$ cat src/rtl/sprite_pkg.sv
// Shared definitions for the sprite movement scheduler.
//  - DIR_* : 3-bit direction codes produced by spriteMoveFSM (101..111 behave as DEFAULT)
//  - sched_state_t : scheduler FSM state encoding
// Build option: SPRITE_MOVE_WRAP_EN (consumed by sprite_axis_step) selects wrap vs clamp.
package sprite_pkg;

   localparam logic [2:0] DIR_DEFAULT = 3'b000;
   localparam logic [2:0] DIR_RIGHT   = 3'b001;
   localparam logic [2:0] DIR_DOWN    = 3'b010;
   localparam logic [2:0] DIR_UP      = 3'b011;
   localparam logic [2:0] DIR_LEFT    = 3'b100;

   typedef enum logic [1:0] {
      S_IDLE  = 2'd0,
      S_CALC  = 2'd1,
      S_WRITE = 2'd2,
      S_DONE  = 2'd3
   } sched_state_t;

endpackage

$ cat src/rtl/sprite_axis_step.sv
// One-axis position update: moves pos by STEP up (inc) or down (dec), kept inside 0..MAX.
// Default build clamps at the edges; with SPRITE_MOVE_WRAP_EN defined the axis wraps toroidally.
// Ports:
//  pos        in  W   current coordinate (assumed 0..MAX)
//  inc        in  1   move +STEP
//  dec        in  1   move -STEP (ignored when inc is set)
//  next_pos_c out W   combinational next coordinate
module sprite_axis_step #(
   parameter int unsigned W    = 10,
   parameter int unsigned MAX  = 639,
   parameter int unsigned STEP = 1
) (
   input  logic [W-1:0] pos,
   input  logic         inc,
   input  logic         dec,
   output logic [W-1:0] next_pos_c
);

   // One extra bit so pos+STEP cannot overflow before the edge test.
   localparam int unsigned EW = W + 1;

   logic [EW-1:0] sum_c;

   assign sum_c = EW'(pos) + EW'(STEP);

   // Edge handling for both directions.
   always_comb begin
      next_pos_c = pos;
      if (inc) begin
         if (sum_c > EW'(MAX)) begin
`ifdef SPRITE_MOVE_WRAP_EN
            next_pos_c = W'(sum_c - EW'(MAX + 1));
`else
            next_pos_c = W'(MAX);
`endif
         end else begin
            next_pos_c = W'(sum_c);
         end
      end else if (dec) begin
         if (EW'(pos) < EW'(STEP)) begin
`ifdef SPRITE_MOVE_WRAP_EN
            next_pos_c = W'(EW'(pos) + EW'(MAX + 1) - EW'(STEP));
`else
            next_pos_c = '0;
`endif
         end else begin
            next_pos_c = pos - W'(STEP);
         end
      end
   end

endmodule

$ cat src/rtl/sprite_move_scheduler.sv
// Once per frame walks sprites 0..N_SPRITES-1, applies each direction code to the stored
// position and writes the new position to the sprite bank over a req/ack port.
// Build option: SPRITE_MOVE_WRAP_EN selects toroidal wrap instead of clamping (no port/timing change).
// Ports:
//  clk, reset     clock and synchronous active-high reset
//  frame_tick     one-cycle pulse starting a pass (ignored and flagged while busy)
//  dir_codes      sprite i direction code at [3i+2:3i]
//  wr_ack         bank accepts the write in a cycle with wr_req && wr_ack
//  wr_req/addr/x/y  registered write request to the sprite bank
//  busy           high from the cycle after an accepted tick through the done cycle
//  done           one-cycle pulse at pass completion
//  frame_overrun  sticky flag: tick seen while busy, cleared only by reset
module sprite_move_scheduler
   import sprite_pkg::*;
#(
   parameter int unsigned N_SPRITES = 4,
   parameter int unsigned IDX_W     = 2,
   parameter int unsigned X_W       = 10,
   parameter int unsigned Y_W       = 10,
   parameter int unsigned X_MAX     = 639,
   parameter int unsigned Y_MAX     = 479,
   parameter int unsigned STEP      = 1
) (
   input  logic                   clk,
   input  logic                   reset,
   input  logic                   frame_tick,
   input  logic [3*N_SPRITES-1:0] dir_codes,
   input  logic                   wr_ack,
   output logic                   wr_req,
   output logic [IDX_W-1:0]       wr_addr,
   output logic [X_W-1:0]         wr_x,
   output logic [Y_W-1:0]         wr_y,
   output logic                   busy,
   output logic                   done,
   output logic                   frame_overrun
);

   sched_state_t     state;
   logic [IDX_W-1:0] idx;
   logic [X_W-1:0]   pos_x [N_SPRITES];
   logic [Y_W-1:0]   pos_y [N_SPRITES];

   logic [2:0]       code_c;
   logic [X_W-1:0]   next_x_c;
   logic [Y_W-1:0]   next_y_c;

   // Direction code of the sprite currently being serviced.
   always_comb begin
      code_c = DIR_DEFAULT;
      for (int i = 0; i < N_SPRITES; i++) begin
         if (idx == IDX_W'(i)) code_c = dir_codes[3*i +: 3];
      end
   end

   sprite_axis_step #(.W(X_W), .MAX(X_MAX), .STEP(STEP)) u_step_x (
      .pos        (pos_x[idx]),
      .inc        (code_c == DIR_RIGHT),
      .dec        (code_c == DIR_LEFT),
      .next_pos_c (next_x_c)
   );

   sprite_axis_step #(.W(Y_W), .MAX(Y_MAX), .STEP(STEP)) u_step_y (
      .pos        (pos_y[idx]),
      .inc        (code_c == DIR_DOWN),
      .dec        (code_c == DIR_UP),
      .next_pos_c (next_y_c)
   );

   // Scheduler FSM with registered outputs; reset also drops any tick in the same cycle.
   always_ff @(posedge clk) begin
      if (reset) begin
         state         <= S_IDLE;
         idx           <= '0;
         wr_req        <= 1'b0;
         wr_addr       <= '0;
         wr_x          <= '0;
         wr_y          <= '0;
         busy          <= 1'b0;
         done          <= 1'b0;
         frame_overrun <= 1'b0;
         for (int i = 0; i < N_SPRITES; i++) begin
            pos_x[i] <= '0;
            pos_y[i] <= '0;
         end
      end else begin
         done <= 1'b0;
         if (frame_tick && (state != S_IDLE)) frame_overrun <= 1'b1;
         case (state)
            S_IDLE: begin
               if (frame_tick) begin
                  state <= S_CALC;
                  idx   <= '0;
                  busy  <= 1'b1;
               end
            end
            S_CALC: begin
               pos_x[idx] <= next_x_c;
               pos_y[idx] <= next_y_c;
               wr_addr    <= idx;
               wr_x       <= next_x_c;
               wr_y       <= next_y_c;
               wr_req     <= 1'b1;
               state      <= S_WRITE;
            end
            S_WRITE: begin
               // wr_req is always high here, so wr_ack alone marks acceptance.
               if (wr_ack) begin
                  wr_req <= 1'b0;
                  if (idx == IDX_W'(N_SPRITES - 1)) begin
                     state <= S_DONE;
                     done  <= 1'b1;
                  end else begin
                     idx   <= idx + IDX_W'(1);
                     state <= S_CALC;
                  end
               end
            end
            S_DONE: begin
               busy  <= 1'b0;
               state <= S_IDLE;
            end
            default: state <= S_IDLE;
         endcase
      end
   end

endmodule

$ cat config.mk
export PLATFORM = sky130hd
export DESIGN_NAME = sprite_move_scheduler
export DESIGN_NICKNAME = d
export VERILOG_FILES = /design/src/rtl/sprite_pkg.sv /design/src/rtl/sprite_axis_step.sv /design/src/rtl/sprite_move_scheduler.sv
export SDC_FILE = /design/constraint.sdc
export NUM_CORES = 1
export LEC_CHECK = 0
export ABC_AREA = 0
export BUFFER_PORTS_ARGS = -buffer_cell sky130_fd_sc_hd__buf_2
export CAP_MARGIN = 30
export CORE_MARGIN = 5
export CORE_UTILIZATION = 50
export DETAILED_ROUTE_END_ITERATION = 10
export HOLD_SLACK_MARGIN = 0.12
export PLACE_DENSITY = 0.68
export SLEW_MARGIN = 10
export SYNTH_ARGS = -nofsm -noshare
export SYNTH_HDL_FRONTEND = slang
export SYNTH_SLANG_ARGS = --single-unit
$ cat constraint.sdc
create_clock -name clk -period 7.2 [get_ports clk]
set_clock_uncertainty 0.2 [all_clocks]
set_input_delay 0.36 -clock clk [delete_from_list [all_inputs] [get_ports clk]]
set_output_delay 0.36 -clock clk [all_outputs]
set_load 0.01 [all_outputs]
# Word level (Yosys, flattened, before mapping)
# Memory sizes are Yosys's and may differ from the RTL's. A register that Yosys moved wholly into a read port is not among the register bits.
# Cells that the tools add are included.
# word_totals
register_bits,30
mem_bits_rw,80
input_bits,16
output_inout_bits,26
elab_cells,89
n_memories,2
# mem_list
memory,words,word_bits,rd,rd_ports_with_merged_regs,write_ports,line,text
pos_x,4,10,1,1,4,sprite_move_scheduler.sv:40,logic [X_W-1:0] pos_x [N_SPRITES];
pos_y,4,10,1,1,4,sprite_move_scheduler.sv:41,logic [Y_W-1:0] pos_y [N_SPRITES];
# op_classes
n_addsub,5
magnitude_cmp,4
eq_ne,13
muxes,40
n_bitwise,2
n_reduce_logical,14
# ops
cell,count
$mux W10,10
$mux W2,12
$add A10 B1 Y11 const B,2
$lt A10 B1 Y1 const B,2
$reduce_or A10 Y1,2
$sub A10 B1 Y10 const B,2
$mux W3,4
$gt A11 B10 Y1 const B,1
$gt A11 B9 Y1 const B,1
$mux W1,10
$eq A2 B2 Y1 const B,4
$pmux W2 S4,1
$reduce_bool A2 Y1,4
$eq A3 B2 Y1 const B,2
$ne A2 B2 Y1 const B,3
$reduce_and A2 Y1,3
$eq A2 B1 Y1 const B,2
$logic_not A2 Y1,2
$pmux W1 S2,2
$pmux W2 S2,1
$reduce_and A4 Y1,1
$eq A3 B1 Y1 const B,1
$eq A3 B3 Y1 const B,1
$reduce_or A3 Y1,1
other kinds (3),4

# Depth between registers and ports, before layout
# depth
depth_word,9
depth_mapped,13
mapped_depth_nobuf,10

# By module
# From an unflattened synthesis, not the netlist that was laid out.
# hier_totals
cells_unflattened,524
hier_area_um2,6118.4
# by_module_without_submodules
mod,n_inst,cells_per_inst,area_each_um2,seq_area_each_um2
sprite_move_scheduler,1,321,4769.6,3042.9
sprite_axis_step at u_step_y,1,103,715.7,0.0
sprite_axis_step at u_step_x,1,100,633.1,0.0

# Worst setup path before layout
# No wires, ideal clock.
# synth_timing
path_kind,register to register
start,register with a tool-made name
end,memory pos_y[1][1] (data pin)
setup_time_ns,0.265
arrival_ns,2.638
required_ns,6.735
path_slack_ns,4.097
stages_incl_launch_ff,13
n_path_buf,3
synth_period_minus_slack_ns,3.103
cell_sequence,dfxtp_1 -> buf_6 -> buf_8 -> mux4_2 -> buf_6 -> ha_1 -> xnor2_1 -> nor4b_1 -> o31ai_1 -> o21ai_2 -> o31a_1 -> a21oi_2 -> nor2_1
# synth_rtl
element,line
to (decl),sprite_move_scheduler.sv:41

==> results.env <==
NUM-NETS-FINAL=612
WIDTH_OF_THE_DIE_UM=118.9
CRITICAL_PATH_REQUIRED_NS=7.09
SETUP-TNS-FINAL_NS=0
SETUP.WORST_PATH.START_CLASS='register'
MAX_FANOUT_ON_CRITICAL_PATH=10
NET-SWITCHING-POWER_uW=407.2
TOP_ACHIEVABLE_CLOCK_SPEED_MHz=261.2
CAP_VIOLATIONS=0
NUM_IO_PINS=42
CRITICAL_PATH.REG2REG.STARTPOINT='idx[1]$_SDFFE_PP0P_'
WORST-R2R-SETUP-SLACK_NS=3.37
INSERTION_DELAY_NS=0.36
GRT_PASS1_WL_MM=23.59
SLOWEST_STAGE_DELAY_CP_NS=0.55
DIE_Y_UM=118.9
HOLD_CLASS='in -> reg'
DETAIL_ROUTE.FIRST_PASS.ITERATIONS=5
SYN_INST=553
POST_ROUTE_CELLS_DRIVE_ABOVE_1_SHARE_PCT=18.78
GRT_MAX_DEGREE=37
FINALWORSTSETUPSLACK_NS=3.371
ASYNCSETRESETFLOPFRACSYNTH_PCT=0
HOLD_PATH.STARTPOINT='reset'
FLOORPLAN.ROWS=39
MAX-CLOCK-PATH-BUFFERS=2
POWER_PER_CELL_AREA_nW_PER_UM2=228.3
CTS_TREE='built'
CTS_HTREE_LEVELS=3
NETLIST-CELL-TYPE-COUNT=70
LAYOUT_COMMON_CELLS='nor2_1 (112), edfxtp_1 (80), buf_2 (41)'
YS_DOMINANT_REG_CELL='edfxtp_1'
FINAL-MAX-SLEW-VIOLATION-COUNT=0
CP.ARRIVAL_NS=3.72
DR_DRC_COUNT=0
PERIOD_NEEDED_NS=3.829
YOSYSWARNINGS=0
CLOCK_POWER_SHARE_PCT=37.4
MAX_SLEW_MARGIN_VS_LIMIT_PCT=39.18
DRT_WL_TOTAL_MM=14.84
PRECTSSETUPSLACK_NS=3.414
GRT_UTIL_ALL_LAYERS_PCT=21.35
ANTENNADIODECOUNT=0
CRIT_CHAIN='inv_1 -> ha_1 -> nand3b_1 -> a211o_1 -> a21oi_1 -> nand3_1 -> o21a_4 -> a22oi_1 -> nor2_1'
CTS_MADE_BUFFERS=9
CORE-AREA_UM2=11520
IO_BUFFERS=41
FIRST_GLOBAL_VIAS=4377
SYNTH-SEQ-AREA-SHARE_PCT=51.34
CLKTRANSATPATHREGS_NS=0.08
REG2REG_DEPTH=9
FINALSETUPVIOLATIONS=0
TIMING.FINAL.HOLD_VIOLATIONS=0
SYNTH_ENABLE_FLOP_CELLS=80
CRITICAL_PATH_CLASS='reg -> reg'
PLACE_HPWL_MM=10.11
CLKSINKCOUNT=112
STATUS='finished clean'
LEAKAGE_nW=2.493
IRDROPWORSTVDD_mV=0.1338
ROUTE.VIAS.TOTAL=4537
SYNTHESIS.AREA_UM2=5927
WL_PER_INSTANCE_UM=20.21
P_COMB_SHARE_PCT=14.3
HOLD_PATH_DEPTH=2
POWER.SEQUENTIAL.FRACTION_PCT=48.3
ANTENNA_FOUND_INITIAL=0
PLACE_CONGESTION=0.9526
MEAN_INSTANCE_SIZE_IN_THE_SYNTHESIZED_NETLIST_UM2=10.72
CRIT_PATH_END_KIND='register'
DRT-INITIAL-DRC-COUNT=488
WORSTHOLDENDPOINT='busy$_SDFFE_PP0P_'
DESIGN.DIE.AREA_UM2=14130
FINAL_MIN_PERIOD_OVER_CLOCK_PERIOD_PCT=53.18
LAYOUT_COMMONEST_CELL='nor2_1'
ROOT_BUFFER='clkbuf_16'
POST-CTS-SETUP-BUFFER-COUNT=0
GRT_SETUP_UNREPAIRED='false'
VIA_PER_INST=6.181
WORST_PIN_SLEW_NS=0.9098
CTS_RESIZED=0
CTS_HOLD_BUFFERS=2
POST_SYN_NETS=579
AREA.GROWTH.SYNTH_TO_FINAL_PCT=12.14
SWITCHING_SHARE_PCT=26.84
CRITICAL_PATH.REG2REG.ENDPOINT='pos_x[2][7]$_SDFFCE_PN0P_'
OVERFLOW=0
SYNTH-SEQ-CELLS=112
INITIAL_UTILIZATION_PCT=51.47
CPMAXSTAGEDELAYCELL='dfxtp_1'
DRTANTENNAVIOLNETS=0
INTERNAL-POWER_mW=1.110
## cell usage after synthesis (all sizes together), types with 3 or more instances
cell / instances / area share [%]
and3: 8 / 0.84
a211oi: 9 / 1.4
nor3b: 5 / 0.80
nand2: 37 / 2.3
ha: 10 / 2.1
o21ai: 33 / 2.8
xnor2: 10 / 1.5
nand4: 6 / 0.63
a21oi: 22 / 2.1
o21a: 4 / 0.63
xor2: 4 / 0.59
nor2: 114 / 7.3
a21o: 10 / 1.3
nand3: 18 / 1.5
a31oi: 4 / 0.42
edfxtp: 80 / 41
nand3b: 4 / 0.51
nand2b: 9 / 0.95
clkbuf: 22 / 1.4
mux4: 20 / 7.6
mux2i: 4 / 0.68
buf: 8 / 1.1
or2: 4 / 0.42
nor3: 10 / 1.0
or3: 3 / 0.40
nor4: 8 / 1.1
dfxtp: 32 / 11
o311a: 3 / 0.51
and2: 4 / 0.42
inv: 15 / 0.95
## per-stage QoR
| stage | std cells | area, µm² | hold WS [ns] | util, % | total power, mW |
|---|---|---|---|---|---|
| 2_1_floorplan | 553 | 5927 | 0.2393 | - | 0.8952 |
| 3_3_place_gp | 711 | 6198 | 0.2281 | 53.82 | 0.9541 |
| 3_5_place_dp | 715 | 6267 | 0.2338 | 54.42 | 0.9586 |
| 4_1_cts | 733 | 6639 | 0.1430 | 57.65 | 1.516 |
| 5_1_grt | 734 | 6646 | 0.1518 | 57.71 | 1.572 |
| 6_report | 734 | 6646 | 0.1429 | 57.71 | 1.517 |
## flip-flops by register name (all words and copies together) (netlist names), named ones only
name,flops
state,2
wr_req,1
wr_addr,2
pos_y,40
wr_x,10
busy,1
done,1
frame_overrun,1
idx,2
pos_x,40
wr_y,10
## final cells by class
| class | count | area, µm² |
|---|---|---|
| multi-input cells | 396 | 2685 |
| flip-flops and latches | 112 | 3043 |
| fillers | 964 | 4870 |
| inverters | 15 | 56.30 |
| clock buffers | 9 | 225.2 |
| well taps | 143 | 178.9 |
| repair buffers | 52 | 331.6 |
| clock inverters | 7 | 126.4 |
## worst max-delay path: cells and delay by family (launching register included)
kind / cells / cell delay [ns]
flip-flops: 1 / 0.55
adder cells (fa/ha/maj): 1 / 0.30
AO/OA/AOI/OAI: 4 / 1.66
AND/OR/NAND/NOR: 3 / 0.61
buffers and inverters: 1 / 0.24
## logic make-up (layout without fill, tap and decap cells)
| kind of cell | count (synthesis) | after routing | synth area share [%] |
|---|---|---|---|
| AO/OA/AOI/OAI | 110 | 110 | 13.47 |
| buffers and inverters | 45 | 83 | 3.399 |
| adder cells (fa/ha/maj) | 10 | 10 | 2.111 |
| flip-flops | 112 | 112 | 51.34 |
| XOR/XNOR | 14 | 14 | 2.069 |
| AND/OR/NAND/NOR | 238 | 238 | 19.34 |
| multiplexers | 24 | 24 | 8.275 |
## power groups by stage
stage	clock network (mW)	registers (mW)	logic [mW]
after floorplan	0	0.745	0.150
after global placement	0	0.744	0.210
after detailed placement	0	0.746	0.212
after CTS	0.569	0.732	0.215
after global routing	0.599	0.735	0.237
final	0.568	0.732	0.218
## worst max path at each step
stage / depth (start not counted) / slack, ns / from / end
5_1_grt: 9 / 3.04 / idx[1]$_SDFFE_PP0P_ / pos_x[2][7]$_SDFFCE_PN0P_
2_1_floorplan: 12 / 4.10 / register / pos_y[1][1]$_SDFFCE_PN0P_
6_report: 9 / 3.37 / idx[1]$_SDFFE_PP0P_ / pos_x[2][7]$_SDFFCE_PN0P_
3_3_place_gp: 9 / 3.44 / idx[1]$_SDFFE_PP0P_ / pos_x[1][7]$_SDFFCE_PN0P_
4_1_cts: 9 / 3.39 / idx[1]$_SDFFE_PP0P_ / pos_x[3][7]$_DFFE_PP_
3_5_place_dp: 9 / 3.41 / idx[1]$_SDFFE_PP0P_ / pos_x[0][7]$_SDFFCE_PN0P_
## metal layers
metal | global-route usage [%] | wire length [µm] | vias up
met5 | 0 | 0 | -
met4 | 6.879 | 231 | 0
met3 | 4.929 | 1344 | 20
met2 | 32.90 | 6644 | 215
met1 | 30.17 | 6616 | 2199
li1 | - | - | 2103
No activity file was read; power rests on OpenSTA's default activity.
